--- src/rtl/mmio_uart_tx.sv ---
// ============================================================================
// mmio_uart_tx : memory-mapped 8N1 UART transmitter with a TX byte FIFO
// Rev 1.0
// ============================================================================
`default_nettype none

package mmio_uart_tx_pkg;
    localparam int XLEN = 32;

    typedef struct packed {
        logic [XLEN-1:0] addr;
        logic [XLEN-1:0] value;
        logic [1:0]      width;
        logic            enable;
    } mem_write_control_t;
endpackage

module mmio_uart_tx
    import mmio_uart_tx_pkg::*;
#(
    parameter logic [31:0] base_addr     = 32'h0001_0000,
    parameter int          fifo_depth    = 8,
    parameter logic [15:0] reset_divisor = 16'd868
) (
    input  logic               clock,
    input  logic               reset_n,
    input  mem_write_control_t io_control,
    output logic [XLEN-1:0]    r_data,
    output logic               tx
);

    localparam int PTR_W = $clog2(fifo_depth);
    localparam int CNT_W = PTR_W + 1;

    localparam logic [29:0] c_word_txdata  = base_addr[31:2];
    localparam logic [29:0] c_word_status  = base_addr[31:2] + 30'd1;
    localparam logic [29:0] c_word_divisor = base_addr[31:2] + 30'd2;

    typedef enum logic [1:0] {
        ST_IDLE  = 2'd0,
        ST_START = 2'd1,
        ST_DATA  = 2'd2,
        ST_STOP  = 2'd3
    } state_t;

    state_t           state_q, state_d;
    logic [2:0]       bit_idx_q, bit_idx_d;
    logic [15:0]      baud_q, baud_d;
    logic [7:0]       shift_q, shift_d;
    logic             tx_q, tx_d;
    logic [15:0]      divisor_q, divisor_d;
    logic             overflow_q, overflow_d;
    logic [CNT_W-1:0] count_q, count_d;
    logic [PTR_W-1:0] wr_ptr_q, wr_ptr_d;
    logic [PTR_W-1:0] rd_ptr_q, rd_ptr_d;
    logic [XLEN-1:0]  r_data_q, r_data_d;
    logic [7:0]       fifo_mem_q [fifo_depth];

    logic        w_sel_txdata, w_sel_status, w_sel_divisor;
    logic        w_empty, w_full, w_pop, w_wr_req, w_accept;
    logic [15:0] w_reload;
    logic [31:0] w_status;
    logic        w_unused;

    assign w_sel_txdata  = (io_control.addr[31:2] == c_word_txdata);
    assign w_sel_status  = (io_control.addr[31:2] == c_word_status);
    assign w_sel_divisor = (io_control.addr[31:2] == c_word_divisor);

    // A stored divisor of 0 is treated as 1, so the reload value is never negative.
    assign w_reload = (divisor_q == 16'd0) ? 16'd0 : (divisor_q - 16'd1);

    assign w_empty  = (count_q == '0);
    assign w_full   = (count_q == CNT_W'(fifo_depth));
    assign w_pop    = !w_empty &&
                      ((state_q == ST_IDLE) || ((state_q == ST_STOP) && (baud_q == 16'd0)));
    assign w_wr_req = io_control.enable && w_sel_txdata;
    assign w_accept = w_wr_req && (!w_full || w_pop);

    assign w_unused = ^{io_control.width, io_control.addr[1:0], io_control.value[31:16]};

    always_comb begin
        w_status       = '0;
        w_status[0]    = w_full;
        w_status[1]    = w_empty;
        w_status[2]    = (state_q != ST_IDLE);
        w_status[3]    = overflow_q;
        w_status[12:8] = 5'(count_q);
    end

    always_comb begin
        wr_ptr_d   = wr_ptr_q;
        rd_ptr_d   = rd_ptr_q;
        count_d    = count_q;
        overflow_d = overflow_q;
        divisor_d  = divisor_q;
        r_data_d   = '0;

        if (w_accept) begin
            wr_ptr_d = wr_ptr_q + PTR_W'(1);
        end
        if (w_pop) begin
            rd_ptr_d = rd_ptr_q + PTR_W'(1);
        end
        if (w_accept && !w_pop) begin
            count_d = count_q + CNT_W'(1);
        end else if (!w_accept && w_pop) begin
            count_d = count_q - CNT_W'(1);
        end

        // Setting overflow takes priority over a same-cycle clear.
        if (w_wr_req && !w_accept) begin
            overflow_d = 1'b1;
        end else if (io_control.enable && w_sel_status && io_control.value[3]) begin
            overflow_d = 1'b0;
        end

        if (io_control.enable && w_sel_divisor) begin
            divisor_d = io_control.value[15:0];
        end

        if (w_sel_status) begin
            r_data_d = w_status;
        end else if (w_sel_divisor) begin
            r_data_d = {16'd0, divisor_q};
        end
    end

    always_comb begin
        state_d   = state_q;
        bit_idx_d = bit_idx_q;
        baud_d    = baud_q;
        shift_d   = shift_q;
        tx_d      = tx_q;

        case (state_q)
            ST_IDLE: begin
                tx_d = 1'b1;
                if (w_pop) begin
                    state_d = ST_START;
                    shift_d = fifo_mem_q[rd_ptr_q];
                    baud_d  = w_reload;
                    tx_d    = 1'b0;
                end
            end
            ST_START: begin
                if (baud_q == 16'd0) begin
                    state_d   = ST_DATA;
                    bit_idx_d = 3'd0;
                    tx_d      = shift_q[0];
                    shift_d   = shift_q >> 1;
                    baud_d    = w_reload;
                end else begin
                    baud_d = baud_q - 16'd1;
                end
            end
            ST_DATA: begin
                if (baud_q == 16'd0) begin
                    baud_d = w_reload;
                    if (bit_idx_q == 3'd7) begin
                        state_d = ST_STOP;
                        tx_d    = 1'b1;
                    end else begin
                        bit_idx_d = bit_idx_q + 3'd1;
                        tx_d      = shift_q[0];
                        shift_d   = shift_q >> 1;
                    end
                end else begin
                    baud_d = baud_q - 16'd1;
                end
            end
            ST_STOP: begin
                if (baud_q == 16'd0) begin
                    // Back-to-back frames: the next start bit follows the stop bit directly.
                    if (w_pop) begin
                        state_d = ST_START;
                        shift_d = fifo_mem_q[rd_ptr_q];
                        baud_d  = w_reload;
                        tx_d    = 1'b0;
                    end else begin
                        state_d = ST_IDLE;
                    end
                end else begin
                    baud_d = baud_q - 16'd1;
                end
            end
            default: begin
                state_d = ST_IDLE;
                tx_d    = 1'b1;
            end
        endcase
    end

    always_ff @(posedge clock or negedge reset_n) begin
        if (!reset_n) begin
            state_q    <= ST_IDLE;
            bit_idx_q  <= 3'd0;
            baud_q     <= 16'd0;
            shift_q    <= 8'd0;
            tx_q       <= 1'b1;
            divisor_q  <= reset_divisor;
            overflow_q <= 1'b0;
            count_q    <= '0;
            wr_ptr_q   <= '0;
            rd_ptr_q   <= '0;
            r_data_q   <= '0;
        end else begin
            state_q    <= state_d;
            bit_idx_q  <= bit_idx_d;
            baud_q     <= baud_d;
            shift_q    <= shift_d;
            tx_q       <= tx_d;
            divisor_q  <= divisor_d;
            overflow_q <= overflow_d;
            count_q    <= count_d;
            wr_ptr_q   <= wr_ptr_d;
            rd_ptr_q   <= rd_ptr_d;
            r_data_q   <= r_data_d;
        end
    end

    // Storage needs no reset: the pointers and count define which entries are live.
    always_ff @(posedge clock) begin
        if (w_accept) begin
            fifo_mem_q[wr_ptr_q] <= io_control.value[7:0];
        end
    end

    assign r_data = r_data_q;
    assign tx     = tx_q;

endmodule

`default_nettype wire

--- config.mk ---
export PLATFORM = sky130hd
export DESIGN_NAME = mmio_uart_tx
export DESIGN_NICKNAME = d
export VERILOG_FILES = /design/src/rtl/mmio_uart_tx.sv
export SDC_FILE = /design/constraint.sdc
export NUM_CORES = 1
export LEC_CHECK = 0
export ABC_AREA = 0
export BUFFER_PORTS_ARGS = -buffer_cell sky130_fd_sc_hd__buf_2
export CELL_PAD_IN_SITES_DETAIL_PLACEMENT = 1
export CELL_PAD_IN_SITES_GLOBAL_PLACEMENT = 1
export CORE_UTILIZATION = 50
export DETAILED_ROUTE_END_ITERATION = 16
export PLACE_DENSITY_LB_ADDON = 0.1
export REMOVE_ABC_BUFFERS = 1
export SKIP_LAST_GASP = 1
export SLEW_MARGIN = 20
export SYNTH_ARGS = -nofsm -noshare
export SYNTH_HDL_FRONTEND = slang
export SYNTH_SLANG_ARGS = --single-unit
export TNS_END_PERCENT = 30
--- constraint.sdc ---
create_clock -name clock -period 7 [get_ports clock]
set_clock_uncertainty 0.2 [all_clocks]
set_input_delay 1.4 -clock clock [delete_from_list [all_inputs] [get_ports clock]]
set_output_delay 1.4 -clock clock [all_outputs]
set_load 0.02 [all_outputs]
==> Yosys cells after proc, flatten, opt, wreduce, memory -nomap -nowiden <==
Memory sizes are Yosys's and may differ from the RTL's.
Cells that the tools add are included.
W data, S select, Z words.
{ "op_classes": {"reduce_logical": 29, "n_eq_ne": 15, "n_mux": 37, "n_addsub": 7} }
{ "op_table": {"columns": ["cell", "n"], "rows": [
  ["$mux W16", 6],
  ["$eq A30 B15 Y1 const B", 3],
  ["$pmux W16 S3", 1],
  ["$mux W8", 5],
  ["$logic_not A16 Y1", 2],
  ["$pmux W8 S4", 1],
  ["$sub A16 B1 Y16 const B", 2],
  ["$ne A2 B2 Y1 const B", 6],
  ["$reduce_and A4 Y1", 3],
  ["$mux W1", 11],
  ["$logic_and A1 B1 Y1", 10],
  ["$mux W2", 5],
  ["$add A3 B1 Y3 const B", 3],
  ["$mux W3", 3],
  ["$mux W4", 2],
  ["$pmux W2 S4", 1],
  ["$reduce_bool A2 Y1", 4],
  ["$pmux W3 S2", 1],
  ["$reduce_and A5 Y1", 1],
  ["$add A4 B1 Y4 const B", 1],
  ["$eq A2 B2 Y1 const B", 2],
  ["$eq A4 B4 Y1 const B", 1],
  ["$logic_not A1 Y1", 4],
  ["$logic_not A4 Y1", 1],
  ["other kinds (8)", 9]
]} }
{ "word_totals": {"inputBits": 69, "out_inout_bits": 33, "word_cells": 100, "mem_bits_rw": 64, "n_memories": 1, "regBits": 89} }
{ "memory_table": {"columns": ["memory", "depth", "word_bits", "rd", "rd_clocked_by_memory_dff", "write_ports", "line", "text"], "rows": [
  ["fifo_mem_q", 8, 8, 1, 0, 1, "57", "logic [7:0] fifo_mem_q [fifo_depth];"]
]} }

==> Depth between registers and ports, before layout <==
Gate-level depths: netlist of run 1.
{ "depth": {"ltp_word": 10, "mapped_depth": 16, "depth_no_buf": 14} }

==> Worst setup path after synthesis of run 1 <==
OpenSTA, ideal clock, no wires.
{ "synth_timing": {"path_type": "input to register", "start": "input io_control[49] (netlist bit)", "end": "register count_q[3]", "setup_ns": 0.125, "cell_stages": 14, "required_time_ns": 6.675, "arrival_ns": 3.706, "path_slack_ns": 2.969, "path_buffers": 2, "path_cell_list": "nor4b_1 > nand4_1 > nor3_1 > clkbuf_1 > and3b_1 > buf_2 > ha_1 > inv_1 > ha_1 > a21o_1 > a21oi_1 > xnor2_1 > nor2_1 > xor2_1"} }
{ "synth_between": {"elab_chain_len": 6, "word_cells_on_any_way": 8, "classes_between": "eq/ne (1); mux (1); reduce/logical (6)"} }
{ "synth_rtl": {"columns": ["element", "line", "text"], "rows": [
  ["from (decl)", "27", "input mem_write_control_t io_control,"],
  ["$eq A30 B15 Y1 *", "65", "assign w_sel_txdata = (io_control.addr[31:2] == c_word_txdata);"],
  ["$logic_and A1 B1 Y1 *", "76", "assign w_wr_req = io_control.enable && w_sel_txdata;"],
  ["$logic_and A1 B1 Y1 *", "77", "assign w_accept = w_wr_req && (!w_full || w_pop);"],
  ["via w_accept", "60", "logic w_empty, w_full, w_pop, w_wr_req, w_accept;"],
  ["$logic_not A1 Y1", "106", "end else if (!w_accept && w_pop) begin"],
  ["$logic_and A1 B1 Y1", "106", null],
  ["$reduce_bool A2 Y1 (no line)", null, null],
  ["to (signal assigned)", "214", "count_q <= count_d;"],
  ["to (decl)", "53", "logic [CNT_W-1:0] count_q, count_d;"]
]} }
Mark *: on every way through the listed nets, which the timed path passes. The rest lies on a longest branch.
A chain may end at the register's enable or synchronous reset.

==> Final worst setup path of run 1 <==
{ "layout_timing": {"start": "register baud_q[1]", "end": "register count_q[3]"} }
{ "layout_between": {"elab_chain_len": 9, "word_cells_on_any_way": 12, "classes_between": "mux (1); reduce/logical (11)"} }
{ "layout_rtl": {"columns": ["element", "line", "text"], "rows": [
  ["from (decl)", "48", "logic [15:0] baud_q, baud_d;"],
  ["from (signal assigned)", "209", "baud_q <= baud_d;"],
  ["$logic_not A16 Y1 *", "75", "((state_q == ST_IDLE) || ((state_q == ST_STOP) && (baud_q == 16'd0)));"],
  ["$logic_and A1 B1 Y1 *", "75", null],
  ["$logic_or A1 B1 Y1 *", "75", null],
  ["$logic_and A1 B1 Y1 *", "74", "assign w_pop = !w_empty &&"],
  ["$logic_or A1 B1 Y1", "77", null],
  ["$logic_and A1 B1 Y1", "77", null],
  ["$logic_not A1 Y1", "106", null],
  ["$logic_and A1 B1 Y1", "106", null],
  ["$reduce_bool A2 Y1 (no line)", null, null]
]} }
Every way passes the cells marked *; elsewhere a longest branch is shown, timed or not.

==> flow_summary.json, run 1 <==
{
  "drive_above_1_share_pct": 24.2,
  "clkLatencyLatePin_ns": 0.43,
  "cts-hold-fix-buffers": 0,
  "die_x_um": 120,
  "cp.arrival_ns": 4.43,
  "yosysTopAreaCell": "edfxtp_1",
  "hold_ws_ns": 0.295,
  "postSynthAreaPerCell_um2": 11.9,
  "place_area_mm2": 0.00739,
  "wire_per_inst_um": 23.1,
  "cp_top_family": "simple AND/OR/NAND/NOR gates",
  "portBuffers": 65,
  "n_antenna_cell": 0,
  "ctsResizeCount": 0,
  "syn2layout_area_growth_pct": 14.4,
  "worst_pin_slew_ns": 1.02,
  "seq_area_mm2": 0.00376,
  "hold_class": "flop to flop",
  "track_usage_pct": 29.3,
  "ctsLongestPathBuffers": 2,
  "clk_pin_slew_ns": 0.06,
  "slew_headroom_pct": 31.9,
  "drt_wl_total_mm": 19.4,
  "cts_sinks": 137,
  "final_net_count": 734,
  "fp.dieH_um": 120,
  "rsz0062_at_grt": "no",
  "final_cell_mix": "66 x dfrtp_1, 64 x edfxtp_1, 64 x buf_2",
  "synth-edff-count": 64,
  "cts_made_buffers": 17,
  "finalSetupTns_ns": 0,
  "routed_via_density": 6.15,
  "synth.top_cell.area_share_pct": 27.4,
  "dr.pass1.iters": 5,
  "drc_errors": 0,
  "ys_top_cells_by_area": "edfxtp_1 27%, dfrtp_1 24%, mux4_2 5.1%, mux2_2 3.1%, ha_1 2.7%",
  "synth_xor_area_share_pct": 3.63,
  "crit_chain": "inv_1 -> ha_1 -> nor4b_4 -> and4_1 -> a31o_4 -> inv_2 -> ha_1 -> inv_1 -> ha_1 -> a21o_1 -> a21oi_1 -> xnor2_1 -> nor2_1 -> xor2_1",
  "vias": 5153,
  "fin_crit_sh_pct": 61.7,
  "grt_start_max_net_pins": 74,
  "dp.cells": 806,
  "initialDrtViolationCount": 289,
  "cap_violations": 0,
  "critical_path_class": "flop to flop",
  "ys.flop_type": "dfrtp_1",
  "multiInputGateArea_mm2": 0.00296,
  "ys_ff_latch": 137,
  "synth_cell_type_count": 67,
  "cts_setup_buffers": 0,
  "cts_tree": "done",
  "final_common_cell": "dfrtp_1",
  "globalRouteOverflowTotal": 0,
  "instances_no_fill": 838,
  "fin_area_mm2": 0.00802,
  "worstSetupEndpointType": "flop",
  "setup_ws_ns": 2.68,
  "worstPathRequired_ns": 7.11,
  "syn_area_mm2": 0.00701,
  "antenna_left": 0,
  "grt_pass1_wl_mm": 31.3,
  "fmax_mhz": 231,
  "crit_fanout": 20,
  "p_per_area_mw_per_mm2": 299,
  "period_minus_slack_ns": 4.32,
  "slowest_delay_ns": 0.62,
  "hpwl_mm": 12.6,
  "cts-root-buf": "clkbuf_16",
  "ff2ff_path_depth": 14,
  "final_hold_viol_count": 0,
  "path_buf_inv": 3,
  "slew_violations": 0,
  "async_flop_share_pct": 53.3,
  "slowest_stage": "and4_1",
  "hold_depth": 1,
  "initial_core_util_pct": 52.1,
  "yosysSeqAreaShare_pct": 53.6,
  "synth_compound_area_share_pct": 10.9,
  "synthSimpleGateAreaFrac_pct": 13.9,
  "power.leakage_nw": 3.40,
  "place_ws_ns": 2.60,
  "yosysWarnings": 0,
  "setup_violations": 0,
  "cts_htree_levels": 4,
  "cp_num_cells": 14,
  "synth_top_family_by_area": "simple AND/OR/NAND/NOR gates",
  "fillers": 1421,
  "synth_mux_area_share_pct": 9.91,
  "grt_antenna_before_repair": 0,
  "grt_pass1_vias": 5487,
  "num_io_pins": 102,
  "synth_cells": 589,
  "die_area_mm2": 0.0145,
  "status": "finished clean",
  "std_cell_rows": 42,
  "core_mm2": 0.0135,
  "yosys.area_share.adder_pct": 2.96,
  "gp_congestion": 0.833,
  "peakVddDrop_uv": 239,
  "startpoint_type": "flop",
  "crit_path_frequent_cell": "ha_1"
}
-- per-layer routing --
layer | GRT usage (%) | vias to the layer above | share of wire (%)
li1 | - | 2295 | -
met4 | 10.9 | 0 | 2.9
met2 | 47.9 | 203 | 49
met5 | 0 | - | 0
met3 | 6.23 | 41 | 5.7
met1 | 38.5 | 2614 | 43
-- power breakdown --
part           total, W  internal, W  switching, W
logic          0.000529     0.000195      0.000334
clock network  0.000951     0.000606      0.000345
registers      0.000913     0.000870     0.0000425
-- final timing paths --
kind | startpoint | slack [ns] | endpoint
min in group asynchronous | reset_n | 0.92 | baud_q[11]
max reg2reg | baud_q[1] | 2.68 | count_q[3]
max in group asynchronous | reset_n | 5.03 | rd_ptr_q[0]
min reg2reg | overflow_q | 0.29 | overflow_q
min | overflow_q | 0.29 | overflow_q
max | baud_q[1] | 2.68 | count_q[3]
-- kinds of logic (layout without fill, tap and decap cells) --
| group | count (synthesis) | in the layout |
|---|---|---|
| simple gates | 176 | 176 |
| flops | 137 | 137 |
| compound gates | 119 | 119 |
| buf+inv | 64 | 122 |
| mux | 47 | 47 |
| xor+xnor | 29 | 29 |
| fa+ha+maj | 16 | 16 |
| other cells | 1 | 16 |
-- cells in the mapped netlist, types with 7 or more instances --
master / instances
mux2_2: 19
o21ai_0: 26
inv_1: 14
nor2_1: 32
nand2_1: 43
clkbuf_1: 15
and3_1: 8
xor2_1: 10
nor3_1: 23
a22o_1: 9
o22ai_1: 7
dfrtp_1: 67
buf_4: 16
edfxtp_1: 64
ha_1: 15
mux4_2: 16
xnor2_1: 19
nor4_1: 13
nand3_1: 15
buf_2: 9
mux2i_1: 12
a21oi_1: 30
-- through the flow --
stage                     util [%]  total power (W)
after CTS                     59.6          0.00241
after global placement        54.9          0.00142
after global routing          59.6          0.00250
after floorplan                  -          0.00127
final                         59.6          0.00239
after detailed placement      54.9          0.00145
-- worst register-to-register path, cell delays in order (launching register included) --
cell and delay (ns):
dfrtp_1 0.44, inv_1 0.10, ha_1 0.35, nor4b_4 0.33, and4_1 0.62, a31o_4 0.42
inv_2 0.26, ha_1 0.30, inv_1 0.14, ha_1 0.26, a21o_1 0.19, a21oi_1 0.19
xnor2_1 0.16, nor2_1 0.09, xor2_1 0.16
-- final cells by class --
class                      count  share of cell area, %
clock buffer                  21                   5.62
clock inverter                11                   2.14
inverter                      15                  0.702
multi-input combinational    403                   36.9
sequential                   137                   46.9
tap                          176                   2.75
timing repair buffer          75                   5.03
-- sequential cells by signal, summed over array words and instances, names as in the netlist, 4 cells and up --
signal and count:
r_data 16, fifo_mem_q 64, shift_q 8, baud_q 16, divisor_q 16, count_q 4
(Power assumes the default switching activity.)
==> inputs of run 2 (changes only) <==
--- a/config.mk
+++ b/config.mk
@@ -5,11 +5,11 @@
 export SDC_FILE = /design/constraint.sdc
 export NUM_CORES = 1
 export LEC_CHECK = 0
-export ABC_AREA = 0
+export ABC_AREA = 1
 export BUFFER_PORTS_ARGS = -buffer_cell sky130_fd_sc_hd__buf_2
 export CELL_PAD_IN_SITES_DETAIL_PLACEMENT = 1
 export CELL_PAD_IN_SITES_GLOBAL_PLACEMENT = 1
-export CORE_UTILIZATION = 50
+export CORE_UTILIZATION = 44
 export DETAILED_ROUTE_END_ITERATION = 16
 export PLACE_DENSITY_LB_ADDON = 0.1
 export REMOVE_ABC_BUFFERS = 1
==> constraint.sdc (replaced) <==
create_clock -name clock -period 4.35 [get_ports clock]
set_clock_uncertainty 0.2 [all_clocks]
set_input_delay 0.87 -clock clock [delete_from_list [all_inputs] [get_ports clock]]
set_output_delay 0.87 -clock clock [all_outputs]
set_load 0.02 [all_outputs]
==> run 2 against run 1 <==
Maximum frequency grew 23%. Hold slack lost 0.026 ns. Setup slack lost 1.8 ns. Register-to-register slack lost 1.8 ns. Clock power grew 46%. Synthesized cell count grew 50%. Combinational power shrank 87%. Global-route usage shrank 3.1 points. Clock-buffer cell count shrank 4. Die area grew 22%. Critical endpoint is now fifo_mem_q[1][3]. Largest cell class unchanged.
==> flow_summary.json, run 2 <==
{
  "synth_xor_area_share_pct": 1.51,
  "clk_pin_slew_ns": 0.06,
  "yosysTopAreaCell": "edfxtp_1",
  "crit_chain": "inv_1 -> ha_1 -> nand3_2 -> nor2_1 -> nand3_2 -> nand2_2 -> nand2_4 -> nand4_1 -> nand3_2 -> nor2_1",
  "grt_pass1_wl_mm": 35.7,
  "slowest_delay_ns": 0.72,
  "power_frac_comb_pct": 2.5,
  "netSwitchingPower_w": 0.000688,
  "yosysMostFrequentCell": "nand2_1",
  "yosys.area_share.adder_pct": 2.75,
  "ys_ff_latch": 137,
  "ctsLongestPathBuffers": 2,
  "std_cell_rows": 47,
  "fmax_mhz": 286,
  "die_area_mm2": 0.0177,
  "slew_headroom_pct": 28.7,
  "final_common_cell": "nand2_1",
  "p_per_area_mw_per_mm2": 328,
  "hold_class": "input port to async pin",
  "crit_fanout": 25,
  "cts_htree_levels": 4,
  "n_antenna_cell": 0,
  "rr_startpoint": "baud_q[0]",
  "largest_register": "fifo_mem_q",
  "ff2ff_path_depth": 10,
  "critical_path_class": "flop to flop",
  "synth_compound_area_share_pct": 12.7,
  "dr.pass1.iters": 4,
  "slowest_stage": "nor2_1",
  "track_usage_pct": 26.2,
  "clkLatencyLatePin_ns": 0.43,
  "fin_crit_sh_pct": 80.5,
  "final_hold_viol_count": 0,
  "slew_violations": 0,
  "cp.arrival_ns": 3.35,
  "reg2reg_to": "fifo_mem_q[1][3]",
  "synth_mux_area_share_pct": 0.133,
  "r2r_setup_slack_ns": 0.85,
  "final_net_count": 1031,
  "worst_pin_slew_ns": 1.07,
  "ys.flop_type": "dfrtp_1",
  "peakVddDrop_uv": 245,
  "yosysSeqAreaShare_pct": 49.7,
  "vias": 6452,
  "status": "finished clean",
  "startpoint_type": "flop",
  "async_flop_share_pct": 53.3,
  "worstPathRequired_ns": 4.20,
  "setup_violations": 0,
  "portBuffers": 65,
  "cts_tree": "done",
  "seqPwrFrac_pct": 48.2,
  "syn_area_mm2": 0.00755,
  "synth.top_cell.area_share_pct": 25.4,
  "grt_pass1_vias": 6917,
  "internal_power_w": 0.00213,
  "initial_core_util_pct": 45.4,
  "cts_setup_buffers": 0,
  "synth_cell_type_count": 55,
  "finalSetupTns_ns": 0,
  "gp_congestion": 0.831,
  "wire_per_inst_um": 18.4,
  "largest_reg_flops": 64,
  "num_io_pins": 102,
  "fillers": 2008,
  "fin_area_mm2": 0.00858,
  "synthSimpleGateAreaFrac_pct": 25.8,
  "netlist_top_cells_count": "174 x nand2_1, 157 x nor2_1, 76 x inv_1",
  "cp_top_family": "simple AND/OR/NAND/NOR gates",
  "routed_via_density": 5.47,
  "initialDrtViolationCount": 355,
  "globalRouteOverflowTotal": 0,
  "hpwl_mm": 15.2,
  "cap_violations": 0,
  "drive_above_1_share_pct": 15.0,
  "worstSetupEndpointType": "flop",
  "ys_top_cells_by_area": "edfxtp_1 25%, dfrtp_1 22%, nand2_1 8.6%, nor2_1 7.8%, nand3_1 4.3%",
  "swShare_pct": 24.5,
  "cts-root-buf": "clkbuf_16",
  "synth_top_family_by_area": "simple AND/OR/NAND/NOR gates",
  "clkPwrFrac_pct": 49.3,
  "rsz0062_at_grt": "no",
  "grt_antenna_before_repair": 0,
  "synth-edff-count": 64,
  "synth_cells": 882,
  "antenna_left": 0,
  "grt_start_max_net_pins": 74,
  "core_mm2": 0.0166,
  "ctsResizeCount": 0,
  "drt_wl_total_mm": 21.7,
  "drc_errors": 0,
  "period_minus_slack_ns": 3.50,
  "final_cell_mix": "174 x nand2_1, 157 x nor2_1, 76 x inv_1",
  "syn2layout_area_growth_pct": 13.6,
  "place_area_mm2": 0.00801,
  "power.leakage_nw": 3.80,
  "die_x_um": 133,
  "path_buf_inv": 1,
  "fp.dieH_um": 133,
  "cts_sinks": 137,
  "yosysWarnings": 0,
  "crit_path_frequent_cell": "nand3_2",
  "cts-hold-fix-buffers": 0,
  "postSynthAreaPerCell_um2": 8.56,
  "cts_made_buffers": 17
}
## run 2: changes by cell type in the layout (fill, tap and decap cells not counted), moves of 14 or more
cell      before  now
mux4_2        16    0
o221ai_1       1   15
inv_1         14   76
o21ai_0       26   53
nor2_1        32  157
nand3_1       15   65
o21bai_1       0   14
mux2_2        19    0
nor3_1        23    3
nand2_1       43  174
## run 2: through the flow
stage / total power, W / cells / setup WS, ns / hold WS [ns] / utilization, %
finish: 0.00281 / 1179 / 0.848 / 0.268 / 51.5
CTS: 0.00283 / 1179 / 0.796 / 0.296 / 51.5
detailed placement: 0.00145 / 1147 / 0.708 / 0.281 / 48.1
global route: 0.00289 / 1179 / 0.607 / 0.324 / 51.5
floorplan: 0.00140 / 855 / 0.858 / 0.257 / -
global placement: 0.00145 / 1147 / 0.730 / 0.274 / 48.1
## run 2: per-layer routing
metal | track usage [%] | wire (um) | up-vias
met1 | 34.6 | 9850 | 3214
li1 | - | - | 3061
met2 | 43.6 | 10700 | 147
met3 | 3.72 | 760 | 30
met5 | 0 | 0 | -
met4 | 9.58 | 393 | 0
## run 2: final cells by class
class,instances,area [um^2],area share (%)
tap,220,275,3.21
clock inverter,15,136,1.59
clock buffer,17,425,4.96
timing repair buffer,72,384,4.48
sequential,137,3760,43.8
inverter,79,299,3.49
multi-input combinational,639,3300,38.5
## run 2: power groups by stage
stage          registers, W  logic [W]  clock network (W)
5_1_grt             0.00136  0.0000792            0.00146
3_5_place_dp        0.00138  0.0000715                  0
6_report            0.00136  0.0000705            0.00139
3_3_place_gp        0.00138  0.0000680                  0
4_1_cts             0.00136  0.0000716            0.00140
2_1_floorplan       0.00138  0.0000212                  0
## run 2: worst max-delay path by stage
| stage | startpoint | end | depth (start not counted) |
|---|---|---|---|
| floorplan | io_control[66] | count_q[3] | 13 |
| global placement | io_control[66] | count_q[3] | 15 |
| detailed placement | io_control[66] | count_q[3] | 15 |
| CTS | baud_q[0] | fifo_mem_q[1][3] | 10 |
| global route | baud_q[0] | fifo_mem_q[2][0] | 10 |
| finish | baud_q[0] | fifo_mem_q[1][3] | 10 |
## run 2: worst reg2reg max path: stages, from the launching register on
cell and delay [ns]:
dfrtp_1 0.38, inv_1 0.15, ha_1 0.24, nand3_2 0.17
nor2_1 0.23, nand3_2 0.21, nand2_2 0.17, nand2_4 0.22
nand4_1 0.29, nand3_2 0.15, nor2_1 0.72
## run 2: logic make-up after synthesis
kind of cell / after synthesis
and+or+nand+nor: 439
AOI/OAI and AO/OA: 154
DFF: 137
buffers and inverters: 121
adders and majority gates: 16
xor gates and xnor gates: 13
other: 1
muxes: 1
==> inputs of run 3 (changes only) <==
--- a/config.mk
+++ b/config.mk
@@ -9,7 +9,7 @@
 export BUFFER_PORTS_ARGS = -buffer_cell sky130_fd_sc_hd__buf_2
 export CELL_PAD_IN_SITES_DETAIL_PLACEMENT = 1
 export CELL_PAD_IN_SITES_GLOBAL_PLACEMENT = 1
-export CORE_UTILIZATION = 44
+export CORE_UTILIZATION = 40
 export DETAILED_ROUTE_END_ITERATION = 16
 export PLACE_DENSITY_LB_ADDON = 0.1
 export REMOVE_ABC_BUFFERS = 1
==> constraint.sdc (replaced) <==
create_clock -name clock -period 3 [get_ports clock]
set_clock_uncertainty 0.2 [all_clocks]
set_input_delay 0.6 -clock clock [delete_from_list [all_inputs] [get_ports clock]]
set_output_delay 0.6 -clock clock [all_outputs]
set_load 0.02 [all_outputs]
==> run 3 against run 2 <==
Via count is 2.1% higher. Power is 49% higher. Sequential power is 45% higher. First-iteration DRC count is 20% higher. Wire length is 2.8% higher. Maximum frequency is 22% higher. Sequential share of layout area is 2.5 points lower. Combinational power is 56% higher. Final area is 6.2% higher.
==> flow_summary.json, run 3 (same netlist as run 2, synthesis figures left out) <==
{
  "syn2layout_area_growth_pct": 20.6,
  "drc_errors": 0,
  "setup_ws_ns": 0.126,
  "portBuffers": 65,
  "power.leakage_nw": 4.07,
  "slew_headroom_pct": 32.4,
  "drive_above_1_share_pct": 20.9,
  "cts_sinks": 137,
  "globalRouteOverflowTotal": 0,
  "instances_no_fill": 1240,
  "clk_pin_slew_ns": 0.06,
  "fp.dieH_um": 139,
  "rsz0062_at_grt": "yes",
  "largest_register": "fifo_mem_q",
  "final_hold_viol_count": 0,
  "cap_violations": 0,
  "cts_htree_levels": 4,
  "drt_wl_total_mm": 22.3,
  "final_cell_mix": "174 x nand2_1, 149 x nor2_1, 73 x inv_1",
  "crit_fanout": 8,
  "cts_made_buffers": 17,
  "vias": 6587,
  "core_mm2": 0.0182,
  "dp.cells": 1201,
  "fin_crit_sh_pct": 95.8,
  "setup_violations": 0,
  "track_usage_pct": 24.8,
  "grt_pass1_wl_mm": 37.1,
  "clkLatencyLatePin_ns": 0.43,
  "antenna_left": 0,
  "gp_congestion": 0.847,
  "std_cell_rows": 49,
  "dr.pass1.iters": 4,
  "hold_class": "input port to flop",
  "routed_via_density": 5.31,
  "initial_core_util_pct": 41.5,
  "cp.arrival_ns": 2.72,
  "ctsLongestPathBuffers": 2,
  "cts-root-buf": "clkbuf_16",
  "place_ws_ns": -0.326,
  "die_area_mm2": 0.0194,
  "grt_start_max_net_pins": 74,
  "period_minus_slack_ns": 2.87,
  "slew_violations": 0,
  "worst_pin_slew_ns": 1.01,
  "grt_pass1_vias": 7113,
  "largest_reg_flops": 64,
  "place_area_mm2": 0.00837,
  "p_total_w": 0.00419,
  "hold_ws_ns": 0.216,
  "worstSetupEndpointType": "flop",
  "fmax_mhz": 348,
  "worstPathRequired_ns": 2.85,
  "cts_tree": "done",
  "status": "finished clean",
  "n_antenna_cell": 0,
  "final_common_cell": "nand2_1",
  "fin_area_mm2": 0.00911,
  "hpwl_mm": 15.8,
  "initialDrtViolationCount": 427,
  "die_x_um": 139,
  "wire_per_inst_um": 18.0,
  "critical_path_class": "flop to flop",
  "grt_antenna_before_repair": 0,
  "peakVddDrop_uv": 348,
  "final_net_count": 1083,
  "startpoint_type": "flop",
  "num_io_pins": 102,
  "p_per_area_mw_per_mm2": 460
}
==> run 3: cell types whose count changed in the layout (fill, tap and decap cells not counted), sizes merged <==
| cell | previous run | this run |
|---|---|---|
| inv | 84 | 82 |
| clkinvlp | 3 | 2 |
| clkinv | 7 | 6 |
| clkbuf | 17 | 20 |
| bufinv | 0 | 1 |
| dlygate4sd3 | 0 | 1 |
| buf | 72 | 123 |
==> run 3: where the power goes <==
part | internal [W] | switching, W | total (W) | leakage [nW]
registers | 0.00197 | 0.000000000171 | 0.00197 | 1.41
logic | 0.0000341 | 0.0000761 | 0.000110 | 2.38
clock network | 0.00125 | 0.000864 | 0.00211 | 0.288
==> run 3: path summary, 6_finish.rpt <==
check                          startpoint          endpoint  slack, ns  depth (start not counted)
min                        io_control[17]     divisor_q[14]       0.22                          3
max reg2reg                     baud_q[0]  fifo_mem_q[7][1]       0.13                         11
min reg2reg                    shift_q[4]        shift_q[4]       0.29                          1
max                             baud_q[0]  fifo_mem_q[7][1]       0.13                         11
min in group asynchronous         reset_n         baud_q[1]       0.53                          3
max in group asynchronous         reset_n      divisor_q[9]       1.68                          3
==> run 3: per-layer routing <==
metal  global-route usage (%)  vias to the layer above  share of wire, %  routed length (um)
met5                        0                        -                 0                   0
met4                     8.30                        0               1.4                 311
met3                     4.03                       20               3.7                 820
met2                     41.2                      147                48               10800
met1                     33.1                     3255                47               10400
li1                         -                     3165                 -                   -
==> run 3: what timing repair did <==
item	CTS	global route
endpoints found under the hold margin	6	0
pin swaps	8	11
gates cloned	0	0
resized for setup	11	11
setup endpoints to repair	10	54
hold buffers	1	0
buffers inserted	5	1
==> run 3: through the flow <==
step / utilization (%) / TNS [ns]
3_5_place_dp: 46.0 / -6.75
2_1_floorplan: - / -0.222
6_report: 50.0 / 0
5_1_grt: 50.0 / -0.0251
3_3_place_gp: 46.0 / -4.95
4_1_cts: 49.8 / 0
==> run 3: worst max-delay path, stage by stage (launching register included) <==
cell     delay (ns)
dfrtp_1        0.39
inv_2          0.09
ha_4           0.15
nand3_4        0.10
nor2_4         0.17
nand3_4        0.10
nand2_4        0.08
buf_4          0.11
nand2_4        0.05
nand4_1        0.19
nand3_2        0.16
nor2_1         0.69
==> run 3: layout make-up <==
class / count / area [um^2]
repair buffers: 124 / 786
inverters: 79 / 299
multi-input cells: 639 / 3390
flip-flops and latches: 137 / 3760
fillers: 2178 / 9100
well taps: 229 / 287
clock inverters: 12 / 111
clock buffers: 20 / 479
